$ cat config.mk
export PLATFORM = sky130hd
export DESIGN_NAME = hcsr04_echo_emulator
export DESIGN_NICKNAME = d
export VERILOG_FILES = /design/src/rtl/hcsr04_pkg.sv /design/src/rtl/hcsr04_echo_emulator_bcd16_to_bin.sv /design/src/rtl/hcsr04_echo_emulator.sv
export SDC_FILE = /design/constraint.sdc
export NUM_CORES = 1
export LEC_CHECK = 0
export BUFFER_PORTS_ARGS = -buffer_cell sky130_fd_sc_hd__buf_2
export CAP_MARGIN = 20
export CORE_UTILIZATION = 50
export CTS_CLUSTER_SIZE = 8
export DETAILED_ROUTE_END_ITERATION = 8
export PLACE_DENSITY = 0.71
export SYNTH_ARGS = -nofsm -noshare
export SYNTH_HDL_FRONTEND = slang
export SYNTH_HIERARCHICAL = 1
export SYNTH_SLANG_ARGS = --single-unit
$ cat constraint.sdc
create_clock -name CLK_50M -period 5.97 [get_ports CLK_50M]
set_input_delay 0.597 -clock CLK_50M [delete_from_list [all_inputs] [get_ports CLK_50M]]
set_output_delay 0.597 -clock CLK_50M [all_outputs]
set_load 0.1 [all_outputs]
$ cat src/rtl/hcsr04_pkg.sv
// rtl/hcsr04_pkg.sv - shared types and defaults for the HC-SR04 echo emulator
//
// Purpose : FSM state encoding, timing defaults shared with the ranging
//           controller, and the Echo width counter size.
// Ports   : none (package)
package hcsr04_pkg;

  typedef enum logic [2:0] {
    IDLE    = 3'd0,
    TRIG_HI = 3'd1,
    BURST   = 3'd2,
    ECHO    = 3'd3,
    HOLDOFF = 3'd4
  } state_t;

  localparam int unsigned CYC_PER_CM_DEF   = 2941;
  localparam int unsigned TRIG_MIN_CYC_DEF = 500;
  localparam int unsigned TIMEOUT_CYC_DEF  = 1900000;
  localparam int unsigned ECHO_W_WIDTH     = 21;

endpackage

$ cat src/rtl/hcsr04_echo_emulator_bcd16_to_bin.sv
// rtl/hcsr04_echo_emulator_bcd16_to_bin.sv - 4-digit BCD to 14-bit binary
//
// Purpose : combinational BCD to binary conversion with digit-invalid flag.
// Ports   : i_bcd     [15:0] four BCD digits, digit 3 in bits [15:12]
//           o_bin     [13:0] binary value (meaningless when o_invalid=1)
//           o_invalid        any digit greater than 9
module bcd16_to_bin (
  input  logic [15:0] i_bcd,
  output logic [13:0] o_bin,
  output logic        o_invalid
);

  logic [3:0] w_d3, w_d2, w_d1, w_d0;

  assign w_d3 = i_bcd[15:12];
  assign w_d2 = i_bcd[11:8];
  assign w_d1 = i_bcd[7:4];
  assign w_d0 = i_bcd[3:0];

  assign o_invalid = (w_d3 > 4'd9) | (w_d2 > 4'd9) | (w_d1 > 4'd9) | (w_d0 > 4'd9);

  assign o_bin = 14'(w_d3) * 14'd1000 + 14'(w_d2) * 14'd100
               + 14'(w_d1) * 14'd10   + 14'(w_d0);

endmodule

$ cat src/rtl/hcsr04_echo_emulator.sv
// rtl/hcsr04_echo_emulator.sv - HC-SR04 responder model (Trig in, Echo out)
//
// Purpose : validates the Trig pulse width, waits the burst delay, then drives
//           Echo for bin(dist_bcd)*CYC_PER_CM + ECHO_PAD cycles (TIMEOUT_CYC
//           for invalid/out-of-range distances), followed by a hold-off.
// Macro   : HCSR04_JITTER_EN adds 0..255 cycles of LFSR jitter to valid widths.
// Ports   : CLK_50M     system clock
//           RST         asynchronous active-low reset
//           Trig        asynchronous trigger input
//           dist_bcd    [15:0] distance in cm, 4 BCD digits
//           Echo        emulated echo pulse
//           busy        FSM not in IDLE
//           trig_short  one-cycle pulse on a rejected short trigger
//           range_err   latched distance invalid or above MAX_CM
module hcsr04_echo_emulator
  import hcsr04_pkg::*;
#(
  parameter int unsigned CYC_PER_CM    = CYC_PER_CM_DEF,
  parameter int unsigned ECHO_PAD      = 1470,
  parameter int unsigned TRIG_MIN_CYC  = TRIG_MIN_CYC_DEF,
  parameter int unsigned BURST_DLY_CYC = 10000,
  parameter int unsigned MAX_CM        = 400,
  parameter int unsigned TIMEOUT_CYC   = TIMEOUT_CYC_DEF,
  parameter int unsigned HOLDOFF_CYC   = 50000
) (
  input  logic        CLK_50M,
  input  logic        RST,
  input  logic        Trig,
  input  logic [15:0] dist_bcd,
  output logic        Echo,
  output logic        busy,
  output logic        trig_short,
  output logic        range_err
);

  localparam int unsigned CNT_MAX_A = (BURST_DLY_CYC > HOLDOFF_CYC) ? BURST_DLY_CYC : HOLDOFF_CYC;
  localparam int unsigned CNT_MAX   = (CNT_MAX_A > TRIG_MIN_CYC) ? CNT_MAX_A : TRIG_MIN_CYC;
  localparam int unsigned CNT_W     = $clog2(CNT_MAX + 1);

  logic                    r_trig_s1, r_trig_s2, r_trig_d;
  logic                    w_rise, w_fall;
  state_t                  r_state, w_state_nxt;
  logic [CNT_W-1:0]        r_cnt, w_cnt_nxt;
  logic [ECHO_W_WIDTH-1:0] r_echo_w, w_echo_w_nxt;
  logic                    r_trig_short, w_trig_short_nxt;
  logic                    r_range_err, w_range_err_nxt;
  logic [13:0]             w_bin;
  logic                    w_bcd_bad, w_dist_bad;
  logic [ECHO_W_WIDTH-1:0] w_jitter, w_width;

  bcd16_to_bin u_bcd (
    .i_bcd     (dist_bcd),
    .o_bin     (w_bin),
    .o_invalid (w_bcd_bad)
  );

`ifdef HCSR04_JITTER_EN
  logic [15:0] r_lfsr;

  always_ff @(posedge CLK_50M or negedge RST) begin
    if (!RST) r_lfsr <= 16'hACE1;
    else      r_lfsr <= {r_lfsr[14:0], r_lfsr[15] ^ r_lfsr[14] ^ r_lfsr[12] ^ r_lfsr[3]};
  end

  assign w_jitter = ECHO_W_WIDTH'(r_lfsr[7:0]);
`else
  assign w_jitter = '0;
`endif

  assign w_dist_bad = w_bcd_bad | (32'(w_bin) > MAX_CM);
  assign w_width    = w_dist_bad ? ECHO_W_WIDTH'(TIMEOUT_CYC)
                                 : ECHO_W_WIDTH'(32'(w_bin) * CYC_PER_CM + ECHO_PAD) + w_jitter;

  assign w_rise = r_trig_s2 & ~r_trig_d;
  assign w_fall = ~r_trig_s2 & r_trig_d;

  always_ff @(posedge CLK_50M or negedge RST) begin
    if (!RST) begin
      r_trig_s1    <= 1'b0;
      r_trig_s2    <= 1'b0;
      r_trig_d     <= 1'b0;
      r_state      <= IDLE;
      r_cnt        <= '0;
      r_echo_w     <= '0;
      r_trig_short <= 1'b0;
      r_range_err  <= 1'b0;
    end else begin
      r_trig_s1    <= Trig;
      r_trig_s2    <= r_trig_s1;
      r_trig_d     <= r_trig_s2;
      r_state      <= w_state_nxt;
      r_cnt        <= w_cnt_nxt;
      r_echo_w     <= w_echo_w_nxt;
      r_trig_short <= w_trig_short_nxt;
      r_range_err  <= w_range_err_nxt;
    end
  end

  always_comb begin
    w_state_nxt      = r_state;
    w_cnt_nxt        = r_cnt;
    w_echo_w_nxt     = r_echo_w;
    w_trig_short_nxt = 1'b0;
    w_range_err_nxt  = r_range_err;
    case (r_state)
      IDLE: begin
        if (w_rise) begin
          w_state_nxt = TRIG_HI;
          w_cnt_nxt   = '0;
        end
      end
      TRIG_HI: begin
        // The rise-detect cycle is itself a high cycle, so a pulse of N
        // synchronized high cycles leaves r_cnt at N-1 when the fall is seen.
        if (w_fall) begin
          if (r_cnt >= CNT_W'(TRIG_MIN_CYC - 1)) begin
            w_state_nxt     = BURST;
            w_cnt_nxt       = '0;
            w_echo_w_nxt    = w_width;
            w_range_err_nxt = w_dist_bad;
          end else begin
            w_state_nxt      = IDLE;
            w_trig_short_nxt = 1'b1;
          end
        end else if (r_cnt < CNT_W'(TRIG_MIN_CYC)) begin
          w_cnt_nxt = r_cnt + CNT_W'(1);
        end
      end
      BURST: begin
        if (r_cnt == CNT_W'(BURST_DLY_CYC - 1)) begin
          w_state_nxt = ECHO;
          w_cnt_nxt   = '0;
        end else begin
          w_cnt_nxt = r_cnt + CNT_W'(1);
        end
      end
      ECHO: begin
        // Loaded with W, leaves after the cycle showing 1: W high cycles.
        if (r_echo_w <= ECHO_W_WIDTH'(1)) begin
          w_state_nxt = HOLDOFF;
          w_cnt_nxt   = '0;
        end else begin
          w_echo_w_nxt = r_echo_w - ECHO_W_WIDTH'(1);
        end
      end
      HOLDOFF: begin
        if (r_cnt == CNT_W'(HOLDOFF_CYC - 1)) begin
          w_state_nxt = IDLE;
          w_cnt_nxt   = '0;
        end else begin
          w_cnt_nxt = r_cnt + CNT_W'(1);
        end
      end
      default: begin
        w_state_nxt = IDLE;
        w_cnt_nxt   = '0;
      end
    endcase
  end

  // Decoded from the state register so an asynchronous reset drops Echo at once.
  assign Echo       = (r_state == ECHO);
  assign busy       = (r_state != IDLE);
  assign trig_short = r_trig_short;
  assign range_err  = r_range_err;

endmodule

Yosys cells after proc, flatten, opt, wreduce, memory -nomap -nowiden:

Cells that the tools add are included.

* bits in registers: 45
* bits of input ports: 19
* logic and storage cells: 79

* bitwise logic cells: 8
* equal/unequal tests: 15
* multiplexer cells: 23
* $lt $le $gt $ge: 8
* multipliers: 4
* $add $sub $neg: 6
* reduce and logical (&&, ||, !) cells: 7

Operator list (count)
* 16-bit two-way mux: 7
* 21-bit two-way mux: 4
* 16-bit one-hot mux with 5 select lines: 1
* 21-bit one-hot mux with 2 select lines: 1
* 21-bit by 11-bit adder with 21-bit output (second input constant): 1
* 21-bit by 1-bit <= comparator with 1-bit output (second input constant): 1
* 14-bit by 12-bit multiplier with 21-bit output (second input constant): 1
* 21-bit by 1-bit subtractor with 21-bit output (second input constant): 1
* 16-bit by 1-bit adder with 16-bit output (second input constant): 1
* 16-bit by 14-bit == test with 1-bit output (second input constant): 1
* 16-bit == test (second input constant): 1
* 16-bit by 9-bit >= comparator with 1-bit output (second input constant): 1
* 4-bit greater-than comparator (second input constant): 4
* 16-bit by 9-bit < comparator with 1-bit output (second input constant): 1
* 3-bit two-way mux: 5
* 3-bit one-hot mux with 5 select lines: 1
* 14-bit by 11-bit adder with 14-bit output: 1
* 14-bit by 4-bit adder with 14-bit output: 1
* 14-bit by 8-bit adder with 14-bit output: 1
* 14-bit by 9-bit greater-than comparator with 1-bit output (second input constant): 1
* 2-bit != test (second input constant): 6
* 4-bit by 7-bit multiplier with 11-bit output (second input constant): 1
* 4-bit by 5-bit multiplier with 9-bit output (second input constant): 1
* 4-bit AND reduction: 2
* 16 further kinds: 25

Logic depth before layout (Yosys ltp):

* depth after elaboration: 10
* gate-level depth with buffers: 34

Hierarchy:

Netlist, hierarchy kept.

Modules (own cells, without submodules)
* hcsr04_echo_emulator: cells an instance 726, instances 1, seq. area each 1126.1 µm², area an instance 6428.7 µm²
* bcd16_to_bin: cells an instance 186, instances 1, seq. area each 0.0 µm², area an instance 1681.6 µm²

Least setup slack after synthesis:

No wires, ideal clock.

* kind: input to register
* start point: in dist_bcd[13]
* end point: reg r_echo_w[17]
* cell stages on the path: 30
* arrival: 8.566 ns
* buffers on the path: 0
* library setup time: 0.104 ns
* slack: -2.700 ns
* path through: fa_1 inv_1 fa_1 inv_1 ha_1 a21o_1 a21oi_1 xor2_1 ha_1 ha_1 ha_1 a21o_2 a211oi_2 mux2i_1 a2111oi_2 xnor2_1 fa_1 fa_1 fa_1 fa_1 inv_1 fa_1 inv_1 ha_1 or3_1 a211oi_1 nor2_1 xor2_1 nand2_1 a221oi_1

* word-level cells in the longest chain between the ends: 10
* elaborated cells between the ends (all ways): 16
* those cells by class: add/sub: 4; mul: 2; order compare: 2; mux: 4; bitwise: 4

Ends and longest elaborated chain
* start: declaration: RTL line hcsr04_echo_emulator.sv:29 `input logic [15:0] dist_bcd,`
* 4-bit by 7-bit multiplier with 11-bit output (*): RTL line hcsr04_echo_emulator_bcd16_to_bin.sv:22 `assign o_bin = 14'(w_d3) * 14'd1000 + 14'(w_d2) * 14'd100`
* 14-bit by 11-bit adder with 14-bit output (*): RTL line hcsr04_echo_emulator_bcd16_to_bin.sv:22
* 14-bit by 8-bit adder with 14-bit output (*): RTL line hcsr04_echo_emulator_bcd16_to_bin.sv:23 `+ 14'(w_d1) * 14'd10 + 14'(w_d0);`
* 14-bit by 4-bit adder with 14-bit output (*): RTL line hcsr04_echo_emulator_bcd16_to_bin.sv:23
* named net w_bin[13]: RTL line hcsr04_echo_emulator.sv:47 `logic [13:0] w_bin;`
* 14-bit by 12-bit multiplier with 21-bit output or 14-bit by 9-bit greater-than comparator with 1-bit output (tied branches): RTL line hcsr04_echo_emulator.sv:72, hcsr04_echo_emulator.sv:70
* 21-bit by 11-bit adder with 21-bit output or 1-bit OR (tied branches): RTL line hcsr04_echo_emulator.sv:72, hcsr04_echo_emulator.sv:70
* 21-bit two-way mux (*): RTL line hcsr04_echo_emulator.sv:71 `assign w_width = w_dist_bad ? ECHO_W_WIDTH'(TIMEOUT_CYC)`
* 21-bit two-way mux (*): RTL line hcsr04_echo_emulator.sv:116 `if (r_cnt >= CNT_W'(TRIG_MIN_CYC - 1)) begin`
* 21-bit two-way mux (*): RTL line hcsr04_echo_emulator.sv:115 `if (w_fall) begin`
* 21-bit one-hot mux with 2 select lines (*): RTL line hcsr04_echo_emulator.sv:105 `case (r_state)`
* end signal: assignment: RTL line hcsr04_echo_emulator.sv:93 `r_echo_w <= w_echo_w_nxt;`
* end: declaration: RTL line hcsr04_echo_emulator.sv:44 `logic [ECHO_W_WIDTH-1:0] r_echo_w, w_echo_w_nxt;`

Mark *: on every way through the listed nets, which the timed path passes. The rest lies on a longest branch. The select of a mux whose other input is x is not followed.
A chain may end at the register's enable or synchronous reset.

Final worst setup path:

* start point: in dist_bcd[15]
* end point: reg r_echo_w[17]

The elaborated chain is that of the path after synthesis.

==> flow_summary.json <==
{
  "place.gp.congestion": 0.838,
  "start_kind": "input port",
  "synth-edff-count": 0,
  "fin_ws_ns": -2.17,
  "syn-num-nets": 1156,
  "drv_cap": 0,
  "yosys-top-cells-count": "inv_1 (175), ha_1 (134), fa_1 (91), nor2_1 (68), o21ai_0 (56)",
  "clk_latency_ns": 0.29,
  "rsz0062_at_grt": "yes",
  "slew_viol_final": 0,
  "r2r_slack_ns": 2.48,
  "initialDrtViolationCount": 306,
  "fin_skew_ns": 0.00721,
  "ys.flop_type": "dfrtp_1",
  "synthArstFlopShare_pct": 100,
  "core-area_um2": 15900,
  "synth_compound_area_share_pct": 14.7,
  "synth-simple-area-share_pct": 13.2,
  "cts_buffers": 5,
  "fin_nets": 1345,
  "grt_use_total_pct": 24.6,
  "drc_errors": 0,
  "worst_pin_slew_ns": 0.811,
  "dieHeight_um": 129,
  "synth_area_leaders": "fa_1 (22%), ha_1 (21%), dfrtp_1 (14%)",
  "antenna_found_initial": 0,
  "fill_cells": 1190,
  "cp.required_ns": 6.17,
  "ys_types": 68,
  "r2r_start": "r_state[0]$_DFFE_PN0P_",
  "slew_headroom_pct": 45.9,
  "synth_xor_area_share_pct": 5.18,
  "ys_ff_latch": 45,
  "start_util_pct": 51.1,
  "reg2regPathDepth": 7,
  "ios": 23,
  "violations": "negative setup slack",
  "synth_top_cell_by_area": "fa_1",
  "syn2layout_area_growth_pct": 35.7,
  "rows": 46,
  "yosysWarnings": 6,
  "overflow": 0,
  "worstHoldPathType": "in -> async",
  "vias": 6918,
  "die_area_um2": 16700,
  "endpoint_kind": "register",
  "synthCells": 912,
  "io_buffers": 22,
  "clockBufferDepth": 2,
  "grt_pass1_wl_mm": 32.8,
  "synthAdderAreaFrac_pct": 43.1,
  "via_per_inst": 5.25,
  "cts-htree-levels": 2,
  "fin_hold_ws_ns": 0.120,
  "arrival_ns": 8.35,
  "min_period_ns": 8.14,
  "yosysMostFrequentCell": "inv_1",
  "grt_max_degree": 46,
  "dieWidth_um": 129,
  "diodes": 0,
  "slowest_delay_ns": 0.57,
  "finalCritPeriodShare_pct": 136,
  "setup_viol": 14,
  "critPathKind": "in -> reg",
  "avgSynthCellArea_um2": 8.89,
  "path_clk_slew_ns": 0.06,
  "synth_top_area_share_pct": 22.5,
  "drive_gt1_share_pct": 31.6,
  "finalHoldViolations": 0,
  "ant_nets": 0,
  "critical-path-slowest-cell": "fa_1",
  "ys_seq_area_share_pct": 13.9,
  "grt_pass1_vias": 7186,
  "fmax_mhz": 123,
  "status": "complete, but fails checks",
  "wl_per_cell_um": 14.8,
  "wirelength_mm": 19.4,
  "cts_tree": "done",
  "clockRootBuffer": "clkbuf_16",
  "numClockSinks": 45,
  "crit_fanout": 3,
  "syn-cell-area_um2": 8110,
  "cpMostUsedCell": "fa_1",
  "reg2reg_to": "r_echo_w[17]$_DFFE_PN0P_",
  "synth.area.mux_share_pct": 0.370,
  "hpwl_mm": 15.0,
  "crit_path_end": "r_echo_w[17]$_DFFE_PN0P_",
  "first_pass_iters": 5,
  "startpoint": "dist_bcd[15]",
  "synth_top_family_by_area": "adder cells"
}
sequential cells by signal, summed over array words and instances (netlist names):
signal and flops:
r_state 3, r_trig_d 1, trig_short 1, r_cnt 16, r_echo_w 21, r_trig_s2 1, r_trig_s1 1, range_err 1
timing repair:
action,CTS,global route
setup endpoints to repair,17,22
buffers inserted,19,11
pin swaps,75,52
hold buffers,0,0
gates cloned,1,1
gates resized for setup,79,63
cells in the final DEF, fill, tap and decap left out, types with 4 or more instances in the layout:
| cell type | netlist | final |
|---|---|---|
| inv_1 | 175 | 154 |
| buf_4 | 3 | 151 |
| ha_1 | 134 | 98 |
| fa_1 | 91 | 88 |
| nor2_1 | 68 | 61 |
| dfrtp_1 | 45 | 45 |
| o21ai_0 | 56 | 39 |
| nand2_1 | 42 | 38 |
| ha_4 | 0 | 34 |
| a21oi_1 | 37 | 26 |
| buf_6 | 3 | 24 |
| xnor2_1 | 30 | 20 |
| buf_2 | 4 | 19 |
| inv_2 | 0 | 18 |
| nor3_1 | 17 | 17 |
| o21ai_1 | 6 | 17 |
| a21o_1 | 14 | 14 |
| nand3_1 | 16 | 14 |
| xor2_1 | 18 | 13 |
| nor2b_1 | 13 | 11 |
| a21oi_2 | 0 | 10 |
| or3_1 | 9 | 9 |
| nand4_1 | 8 | 8 |
| o31ai_1 | 9 | 8 |
| xnor2_2 | 0 | 7 |
| and3_1 | 8 | 7 |
| a31oi_1 | 11 | 7 |
| o22a_1 | 7 | 7 |
| o21a_1 | 6 | 6 |
| o21ai_2 | 0 | 6 |
| clkbuf_16 | 0 | 6 |
| nand2b_1 | 5 | 5 |
| nand2_2 | 1 | 5 |
| nor2_4 | 0 | 4 |
worst min-delay path by stage:
| stage | startpoint | end | depth (start not counted) |
|---|---|---|---|
| final | RST | r_echo_w[7]$_DFFE_PN0P_ | 1 |
| after global routing | RST | r_echo_w[5]$_DFFE_PN0P_ | 1 |
| after CTS | r_trig_s1$_DFF_PN0_ | r_trig_s2$_DFF_PN0_ | 0 |
| after detailed placement | r_trig_s1$_DFF_PN0_ | r_trig_s2$_DFF_PN0_ | 0 |
| after global placement | r_trig_s1$_DFF_PN0_ | r_trig_s2$_DFF_PN0_ | 0 |
| after floorplan | RST | r_cnt[0]$_DFFE_PN0P_ | 0 |
per-layer routing:
layer,vias up,global-route usage (%),wire [um],part of all wire (%)
met2,136,47.3,10500,54
met4,0,9.20,622,3.2
met3,41,1.57,396,2.0
li1,3410,-,-,-
met1,3331,28.3,7970,41
met5,-,0,0,0
per-stage QoR:
| stage | area (um^2) | setup slack (ns) | instances | setup TNS [ns] | util [%] |
|---|---|---|---|---|---|
| after floorplan | 8510 | -2.30 | 912 | -23.23 | - |
| after global placement | 9910 | -2.48 | 1280 | -30.30 | 62.4 |
| after detailed placement | 9910 | -2.75 | 1280 | -33.01 | 62.4 |
| after CTS | 10600 | -2.13 | 1307 | -22.11 | 66.8 |
| after global routing | 11000 | -2.50 | 1318 | -27.23 | 69.3 |
| final | 11000 | -2.17 | 1318 | -22.23 | 69.3 |
area by class of cell:
type	count	area [um^2]	area share, %
Sequential cell	45	1130	10.2
Tap cell	216	270	2.46
Multi-Input combinational cell	674	7170	65.2
Inverter	176	669	6.08
Clock buffer	6	129	1.17
Timing Repair Buffer	199	1600	14.5
Clock inverter	2	38.8	0.353
kinds of logic (layout without fill, tap and decap cells):
kind of cell / count (synthesis) / in the layout
buffers and inverters: 194 / 383
DFF: 45 / 45
and+or+nand+nor: 212 / 213
muxes: 3 / 3
adders and majority gates: 225 / 225
xor gates and xnor gates: 48 / 48
AOI/OAI and AO/OA: 185 / 185
critical path, delay by kind of cell:
kind / cells / cell delay [ns]
muxes: 1 / 0.14
AOI/OAI and AO/OA: 7 / 1.60
xor gates and xnor gates: 3 / 0.46
buffers and inverters: 5 / 0.31
and+or+nand+nor: 3 / 0.55
adders and majority gates: 12 / 4.70
Power is not shown: default switching activity piles up to over one toggle a cycle in this logic, so the estimate is an artifact.
